===== config.mk =====
export PLATFORM = sky130hd
export DESIGN_NAME = alu_issue_ctrl
export DESIGN_NICKNAME = d
export VERILOG_FILES = /design/src/rtl/cpu_opcodes_pkg.sv /design/src/rtl/settle_counter.sv /design/src/rtl/alu_issue_ctrl.sv
export SDC_FILE = /design/constraint.sdc
export NUM_CORES = 1
export LEC_CHECK = 0
export BUFFER_PORTS_ARGS = -buffer_cell sky130_fd_sc_hd__buf_2
export CORE_MARGIN = 3
export CORE_UTILIZATION = 51
export DETAILED_ROUTE_END_ITERATION = 16
export PLACE_DENSITY_LB_ADDON = 0.05
export SLEW_MARGIN = 0
export SYNTH_ARGS = -nofsm -noshare
export SYNTH_HDL_FRONTEND = slang
export SYNTH_SLANG_ARGS = --single-unit

===== constraint.sdc =====
create_clock -name clock -period 3.55 [get_ports clock]
set_input_delay 0.8875 -clock clock [delete_from_list [all_inputs] [get_ports clock]]
set_output_delay 0.8875 -clock clock [all_outputs]
set_load 0.005 [all_outputs]

===== src/rtl/cpu_opcodes_pkg.sv =====
// cpu_opcodes_pkg: ALU opcode constants, issue-controller state encoding and opcode classification.
package cpu_opcodes_pkg;
    localparam logic [4:0] OP_NOP  = 5'b11010;
    localparam logic [4:0] OP_ADD  = 5'b00011;
    localparam logic [4:0] OP_SUB  = 5'b00100;
    localparam logic [4:0] OP_MUL  = 5'b10000;
    localparam logic [4:0] OP_DIV  = 5'b01111;
    localparam logic [4:0] OP_SHR  = 5'b01001;
    localparam logic [4:0] OP_SHL  = 5'b01011;
    localparam logic [4:0] OP_SHRA = 5'b01010;
    localparam logic [4:0] OP_ROR  = 5'b00111;
    localparam logic [4:0] OP_ROL  = 5'b01000;
    localparam logic [4:0] OP_AND  = 5'b00101;
    localparam logic [4:0] OP_OR   = 5'b00110;
    localparam logic [4:0] OP_NEG  = 5'b10001;
    localparam logic [4:0] OP_XOR  = 5'b01101;
    localparam logic [4:0] OP_NOR  = 5'b01110;
    localparam logic [4:0] OP_NOT  = 5'b10010;

    typedef logic [1:0] state_t;
    localparam state_t IDLE   = 2'd0;
    localparam state_t SETTLE = 2'd1;
    localparam state_t WB_LO  = 2'd2;
    localparam state_t WB_HI  = 2'd3;

    typedef struct packed {
        logic legal;
        logic wide;
    } op_info_t;

    function automatic op_info_t op_info(input logic [4:0] op);
        op_info_t info;
        info.legal = op inside {OP_NOP, OP_ADD, OP_SUB, OP_MUL, OP_DIV, OP_SHR, OP_SHL, OP_SHRA,
                                OP_ROR, OP_ROL, OP_AND, OP_OR, OP_NEG, OP_XOR, OP_NOR, OP_NOT};
        info.wide  = op == OP_MUL || op == OP_DIV;
        return info;
    endfunction
endpackage


===== src/rtl/settle_counter.sv =====
// settle_counter: loadable down-counter that stops at zero; done rises one cycle after reaching zero.
module settle_counter #(
    parameter int W = 3
) (
    input  logic         clock,
    input  logic         clear,
    input  logic         load,
    input  logic [W-1:0] load_val,
    input  logic         en,
    output logic         done
);
    logic [W-1:0] count_q, count_d;
    logic         done_q, done_d;

    // done is registered so the ALU result gets one full settled cycle before capture
    always_comb begin
        count_d = load ? load_val : (en && count_q != '0) ? count_q - W'(1) : count_q;
        done_d  = !load && en && count_q == '0;
    end

    always_ff @(posedge clock) begin
        if (!clear) begin
            count_q <= '0;
            done_q  <= 1'b0;
        end else begin
            count_q <= count_d;
            done_q  <= done_d;
        end
    end

    assign done = done_q;
endmodule


===== src/rtl/alu_issue_ctrl.sv =====
// alu_issue_ctrl: holds one request on the ALU inputs for its settle time, then returns the result in 32-bit beats.
module alu_issue_ctrl
    import cpu_opcodes_pkg::*;
#(
    parameter int MUL_LAT = 4,
    parameter int DIV_LAT = 8
) (
    input  logic        clock,
    input  logic        clear,
    input  logic        req_valid,
    output logic        req_ready,
    input  logic [4:0]  req_opcode,
    input  logic [31:0] req_a,
    input  logic [31:0] req_b,
    output logic [31:0] alu_a,
    output logic [31:0] alu_b,
    output logic [4:0]  alu_opcode,
    input  logic [63:0] alu_c,
    output logic        wb_valid,
    input  logic        wb_ready,
    output logic [31:0] wb_data,
    output logic        wb_hi,
    output logic        wb_last,
    output logic        err_illegal,
    output logic        busy
);
    localparam int MAX_LAT = MUL_LAT > DIV_LAT ? MUL_LAT : DIV_LAT;
    localparam int CW      = MAX_LAT > 1 ? $clog2(MAX_LAT) : 1;

    state_t        state_q, state_d;
    logic [31:0]   alu_a_q, alu_a_d, alu_b_q, alu_b_d;
    logic [4:0]    alu_opcode_q, alu_opcode_d;
    logic [63:0]   z_q, z_d;
    logic          wide_q, wide_d;
    logic          err_q, err_d;
    op_info_t      req_info;
    logic          accept, done;
    logic [CW-1:0] load_val;

    assign req_info = op_info(req_opcode);
    assign accept   = state_q == IDLE && req_valid;
    assign load_val = !req_info.wide ? '0 : req_opcode == OP_MUL ? CW'(MUL_LAT - 1) : CW'(DIV_LAT - 1);

    settle_counter #(.W(CW)) u_settle (
        .clock    (clock),
        .clear    (clear),
        .load     (accept),
        .load_val (load_val),
        .en       (state_q == SETTLE),
        .done     (done)
    );

    always_comb begin
        state_d      = state_q;
        alu_a_d      = alu_a_q;
        alu_b_d      = alu_b_q;
        alu_opcode_d = alu_opcode_q;
        z_d          = z_q;
        wide_d       = wide_q;
        err_d        = 1'b0;
        case (state_q)
            IDLE: if (req_valid) begin
                alu_a_d      = req_a;
                alu_b_d      = req_b;
                alu_opcode_d = req_info.legal ? req_opcode : OP_NOP;
                wide_d       = req_info.wide;
                err_d        = !req_info.legal;
                state_d      = req_info.legal && req_opcode != OP_NOP ? SETTLE : IDLE;
            end
            SETTLE: if (done) begin
                z_d     = alu_c;
                state_d = WB_LO;
            end
            WB_LO: if (wb_ready) state_d = wide_q ? WB_HI : IDLE;
            default: if (wb_ready) state_d = IDLE;
        endcase
    end

    always_ff @(posedge clock) begin
        if (!clear) begin
            state_q      <= IDLE;
            alu_a_q      <= '0;
            alu_b_q      <= '0;
            alu_opcode_q <= OP_NOP;
            z_q          <= '0;
            wide_q       <= 1'b0;
            err_q        <= 1'b0;
        end else begin
            state_q      <= state_d;
            alu_a_q      <= alu_a_d;
            alu_b_q      <= alu_b_d;
            alu_opcode_q <= alu_opcode_d;
            z_q          <= z_d;
            wide_q       <= wide_d;
            err_q        <= err_d;
        end
    end

    assign alu_a       = alu_a_q;
    assign alu_b       = alu_b_q;
    assign alu_opcode  = alu_opcode_q;
    assign req_ready   = state_q == IDLE;
    assign busy        = state_q != IDLE;
    assign wb_valid    = state_q == WB_LO || state_q == WB_HI;
    assign wb_hi       = state_q == WB_HI;
    assign wb_last     = state_q == WB_HI || (state_q == WB_LO && !wide_q);
    assign wb_data     = state_q == WB_LO ? z_q[31:0] : state_q == WB_HI ? z_q[63:32] : 32'h0;
    assign err_illegal = err_q;
endmodule


After elaboration in Yosys (flattened, before gate mapping)
Cells that the tools add are included.

storage, ports and cells
  logic and storage cells = 70
  bits in registers = 141
  input port bits = 137
  output and inout bits = 107

cells by class
  multiplexer cells = 14
  reduce and logical (&&, ||, !) cells = 23
  add/subtract/negate cells = 1
  eq/ne operators = 23

operators by type and width
  kind                                                                number
  32-bit two-way mux                                                  2
  5-bit by 4-bit == test with 1-bit output, second input constant     7
  5-bit by 3-bit == test with 1-bit output, second input constant     4
  5-bit == test, second input constant                                4
  16-bit nonzero test                                                 1
  3-bit two-way mux                                                   4
  2-bit two-way mux                                                   5
  1-bit logical AND                                                   6
  2-bit inequality test, second input constant                        3
  2-bit one-hot mux with 3 select lines                               1
  3-bit nonzero test                                                  2
  5-bit by 2-bit == test with 1-bit output, second input constant     1
  5-bit two-way mux                                                   1
  5-bit inequality test, second input constant                        1
  2-bit == test, second input constant                                2
  2-bit AND reduction                                                 2
  4-bit AND reduction                                                 1
  2-bit nonzero test                                                  2
  1-bit logical NOT                                                   3
  3-bit logical NOT                                                   1
  1-bit logical OR                                                    3
  3-bit AND reduction                                                 1
  3-bit by 1-bit subtractor with 3-bit output, second input constant  1
  2-bit by 1-bit == test with 1-bit output, second input constant     1
  2 further kinds                                                     2

Depth between registers and ports, before layout
  depth after elaboration = 6
  gate-level depth with buffers = 7
  gate-level depth less buffers = 7

Hierarchy
From an unflattened synthesis, not the netlist that was laid out.

second synthesis, totals
  cells, all modules = 716
  area, all modules = 5703.0 µm²

modules (own cells, without submodules)
  module          sequential area each (µm²)  instances  area an instance (µm²)  cells an instance
  alu_issue_ctrl  2742.6                      1          5464.0                  690
  settle_counter  80.1                        1          239.0                   26

Least setup slack after synthesis
No wires, ideal clock.

  kind = reg2out
  start point = register state_q[0]
  end point = output wb_data[0]
  path buffers = 2
  setup slack = 1.578 ns
  data required time = 2.663 ns
  stages on the path, launching flop included = 5
  arrival = 1.084 ns
  path through = dfxtp_1 > buf_4 > buf_2 > mux2i_1 > nor2b_1

on the way
  longest elaborated chain between the ends = 3
  elaborated cells between the ends (all ways) = 4
  those cells by class = eq/ne (2); mux (2)

RTL lines
  what                    line                   text
  from (decl)             alu_issue_ctrl.sv:30   state_t state_q, state_d;
  from (signal assigned)  alu_issue_ctrl.sv:89   state_q <= state_d;
  2-bit == test           alu_issue_ctrl.sv:107  assign wb_data = state_q == WB_LO ? z_q[31:0] : state_q == WB_HI ? z_q[63:32] : 32'h0;
  32-bit two-way mux      alu_issue_ctrl.sv:107
  32-bit two-way mux *    alu_issue_ctrl.sv:107
  to (decl)               alu_issue_ctrl.sv:21   output logic [31:0] wb_data,

Every way passes the cells marked *; elsewhere a longest branch is shown, timed or not.

Worst setup path after layout
  start point = register state_q[0]
  end point = output wb_data[28]

Same word-level chain as after synthesis.

==> reports/metrics.yaml <==
worst_hold_path:
  hold_class: "flip-flop to flip-flop"
route:
  firstDrtPassIters: 5
  drtIter0Drc: 524
  wl_met2_um: 7370
  detail_route.wl_per_cell_um: 14.2
  wl_met3_um: 1380
  wl_um: 15300
  post-route-drc-count: 0
  avgViaCountPerCell: 5.09
  drt.antenna.violating_nets: 0
  top_layer: "met4"
  vias: 5483
  wl_met1_um: 6230
placed_design:
  hpwlAfterDp_um: 10600
  port-buffer-count: 243
  gp_congestion: 0.838
synth:
  async_flop_share_pct: 0
  netlist_area_um2: 5640
  synth_edf_count: 0
  avgSynthCellArea_um2: 7.86
  ys_ff_latch: 141
  synth-seq-area-share_pct: 50.1
  ys.flop_type: "dfxtp_1"
  syn_inst: 717
  synth_nets: 856
  synth_cell_types: 39
  yosysWarningCount: 0
clock_network:
  h-tree-depth: 4
  cts_inserted_buffers: 17
  cts.root.buffer_cell: "clkbuf_8"
  cts_hold_buf: 0
  cts.clk_slew.worst_paths_ns: 0.06
  cts_tree: "done"
  clock_latency_ns: 0.51
  cts_setup_buffers: 0
  ctsResizeCount: 0
  cts.path.max_buffers: 2
  cts.sinks: 141
global_route:
  grt_usage_pct: 24.3
  antenna_found_initial: 0
  first_global_vias: 5227
  grt_pass1_wl_um: 24800
  grt_max_degree: 82
  grt_overflow: 0
power_and_ir_drop:
  leakagePower_nw: 3.18
  max-vdd-ir-drop_mv: 0.362
  powerDensity_nw_per_um2: 502
layout:
  syn_to_final_growth_pct: 31.3
  nNetsFinal: 1071
  post-route-util_pct: 70.2
  fill_cells: 860
  antenna_cells: 0
  drive_above_1_share_pct: 30.2
critical_path:
  critPathBufInv: 2
  critical_path_class: "flip-flop to output port"
  slowest_stage: "buf_4"
  crit_chain: "buf_4 -> mux2i_1 -> nor2b_1 -> buf_2"
  worst_ep_required_time_ns: 2.66
  worst-path-max-fanout: 33
  critPathCaptureType: "output port"
  start_kind: "flip-flop"
  path_delay_family: "buffers and inverters"
  cp_data_arrival_time_ns: 2.00
  regToRegSetupSlack_ns: 1.11
  crit_path_max_incr_delay_ns: 0.52
sta:
  period_needed_ns: 2.88
  fin_tns_setup_ns: 0
  post-route-period-util_pct: 81.2
  finalClockSkew_ns: 0.00553
  tightestPinTransition_ns: 1.17
  setup_viol: 0
  maxSlewHeadroom_pct: 21.7
  rsz0062_at_grt: "false"
  max_freq_mhz: 347
  drv_slew: 0
  hold_violations: 0
floorplanning:
  core_region_area_um2: 10600
  ios: 244
  die_x_um: 111
  rows: 37
  chipHeight_um: 111
  initial_utilization_pct: 53.4
  die-area_um2: 12400
run:
  drv_cap: 0
status:
  status: "completed"
power by group:
group	switching (W)	total [W]	internal [W]	leakage (nW)
registers	0.0000399	0.00170	0.00166	1.15
clock network	0.000590	0.00160	0.00101	0.260
logic	0.000233	0.000420	0.000187	1.78
total	0.000864	0.00371	0.00285	3.18
flip-flops by register name, summed over array words and instances (netlist names):
signal	flops
alu_a	32
u_settle.done	1
wide_q	1
z_q	64
u_settle.count_q	3
alu_opcode	5
state_q	2
alu_b	32
err_illegal	1
layout make-up:
type	instances	area [um^2]	share of cell area (%)
Sequential cell	141	2820	38.1
Clock buffer	27	502	6.78
Multi-Input combinational cell	518	2560	34.6
Clock inverter	1	30.0	0.406
Tap cell	136	170	2.30
Timing Repair Buffer	249	1300	17.5
Inverter	5	21.3	0.287
cell families (layout without fill, tap and decap cells):
family	after synthesis	count (layout)	share of synthesized area (%)
buf+inv	58	282	4.64
mux	35	35	6.26
flops	141	141	50.1
fa+ha+maj	2	2	0.444
simple gates	332	332	24.7
compound gates	149	149	13.9
worst register-to-register path, stage by stage, from the launching register on:
cell and delay (ns):
dfxtp_1 0.53, or2_4 0.37, inv_2 0.05, and2_2 0.86
buf_4 0.34, nand2_1 0.07, a21oi_1 0.14
path summary, 6_finish.rpt:
kind	from	to	cells past startpoint
max	state_q[0]	wb_data[28]	4
max reg2reg	state_q[1]	alu_a[27]	6
min	alu_b[31]	alu_b[31]	2
min reg2reg	alu_b[31]	alu_b[31]	2
cell usage after synthesis (2+ instances only):
| library cell | count | area (um^2) |
|---|---|---|
| a21oi_1 | 131 | 656 |
| a31oi_1 | 2 | 12.5 |
| and2_1 | 7 | 43.8 |
| buf_1 | 4 | 15.0 |
| buf_2 | 17 | 85.1 |
| buf_4 | 4 | 30.0 |
| clkbuf_1 | 27 | 101 |
| dfxtp_1 | 141 | 2820 |
| ha_1 | 2 | 25.0 |
| inv_1 | 4 | 15.0 |
| mux2_2 | 2 | 22.5 |
| mux2i_1 | 33 | 330 |
| nand2_1 | 261 | 980 |
| nand3_1 | 3 | 15.0 |
| nor2_1 | 10 | 37.5 |
| nor2b_1 | 35 | 219 |
| nor3_1 | 8 | 40.0 |
| o21ai_0 | 5 | 25.0 |
per-stage QoR:
stage          hold WS [ns]  cells  power, W  worst slack [ns]  instance area, um^2
4_1_cts               0.451   1077   0.00375             0.636                 7400
6_report              0.449   1077   0.00371             0.666                 7400
3_5_place_dp          0.443   1049   0.00215              1.04                 6870
5_1_grt               0.467   1077   0.00388             0.488                 7400
3_3_place_gp          0.439   1049   0.00214              1.13                 6870
2_1_floorplan         0.436    717   0.00196              1.58                 5640
layer usage:
metal / global-route usage (%) / vias up
met5: 0 / -
met4: 9.65 / 0
met3: 8.84 / 25
met2: 41.3 / 225
met1: 27.7 / 2471
li1: - / 2762
placed cells by master (no fill, tap or decap), drive strengths merged, types with 2 or more instances in the layout:
master  instances
inv             5
o21ai           6
mux2i          33
and2            7
clkbuf         27
mux2            2
a21oi         131
buf           249
nand2         261
or2             2
a31oi           2
nand3           3
dfxtp         141
nor3            8
nor2b          35
ha              2
nor2           10
a211oi          2
Note: power is estimated with default switching activity, not from simulation.
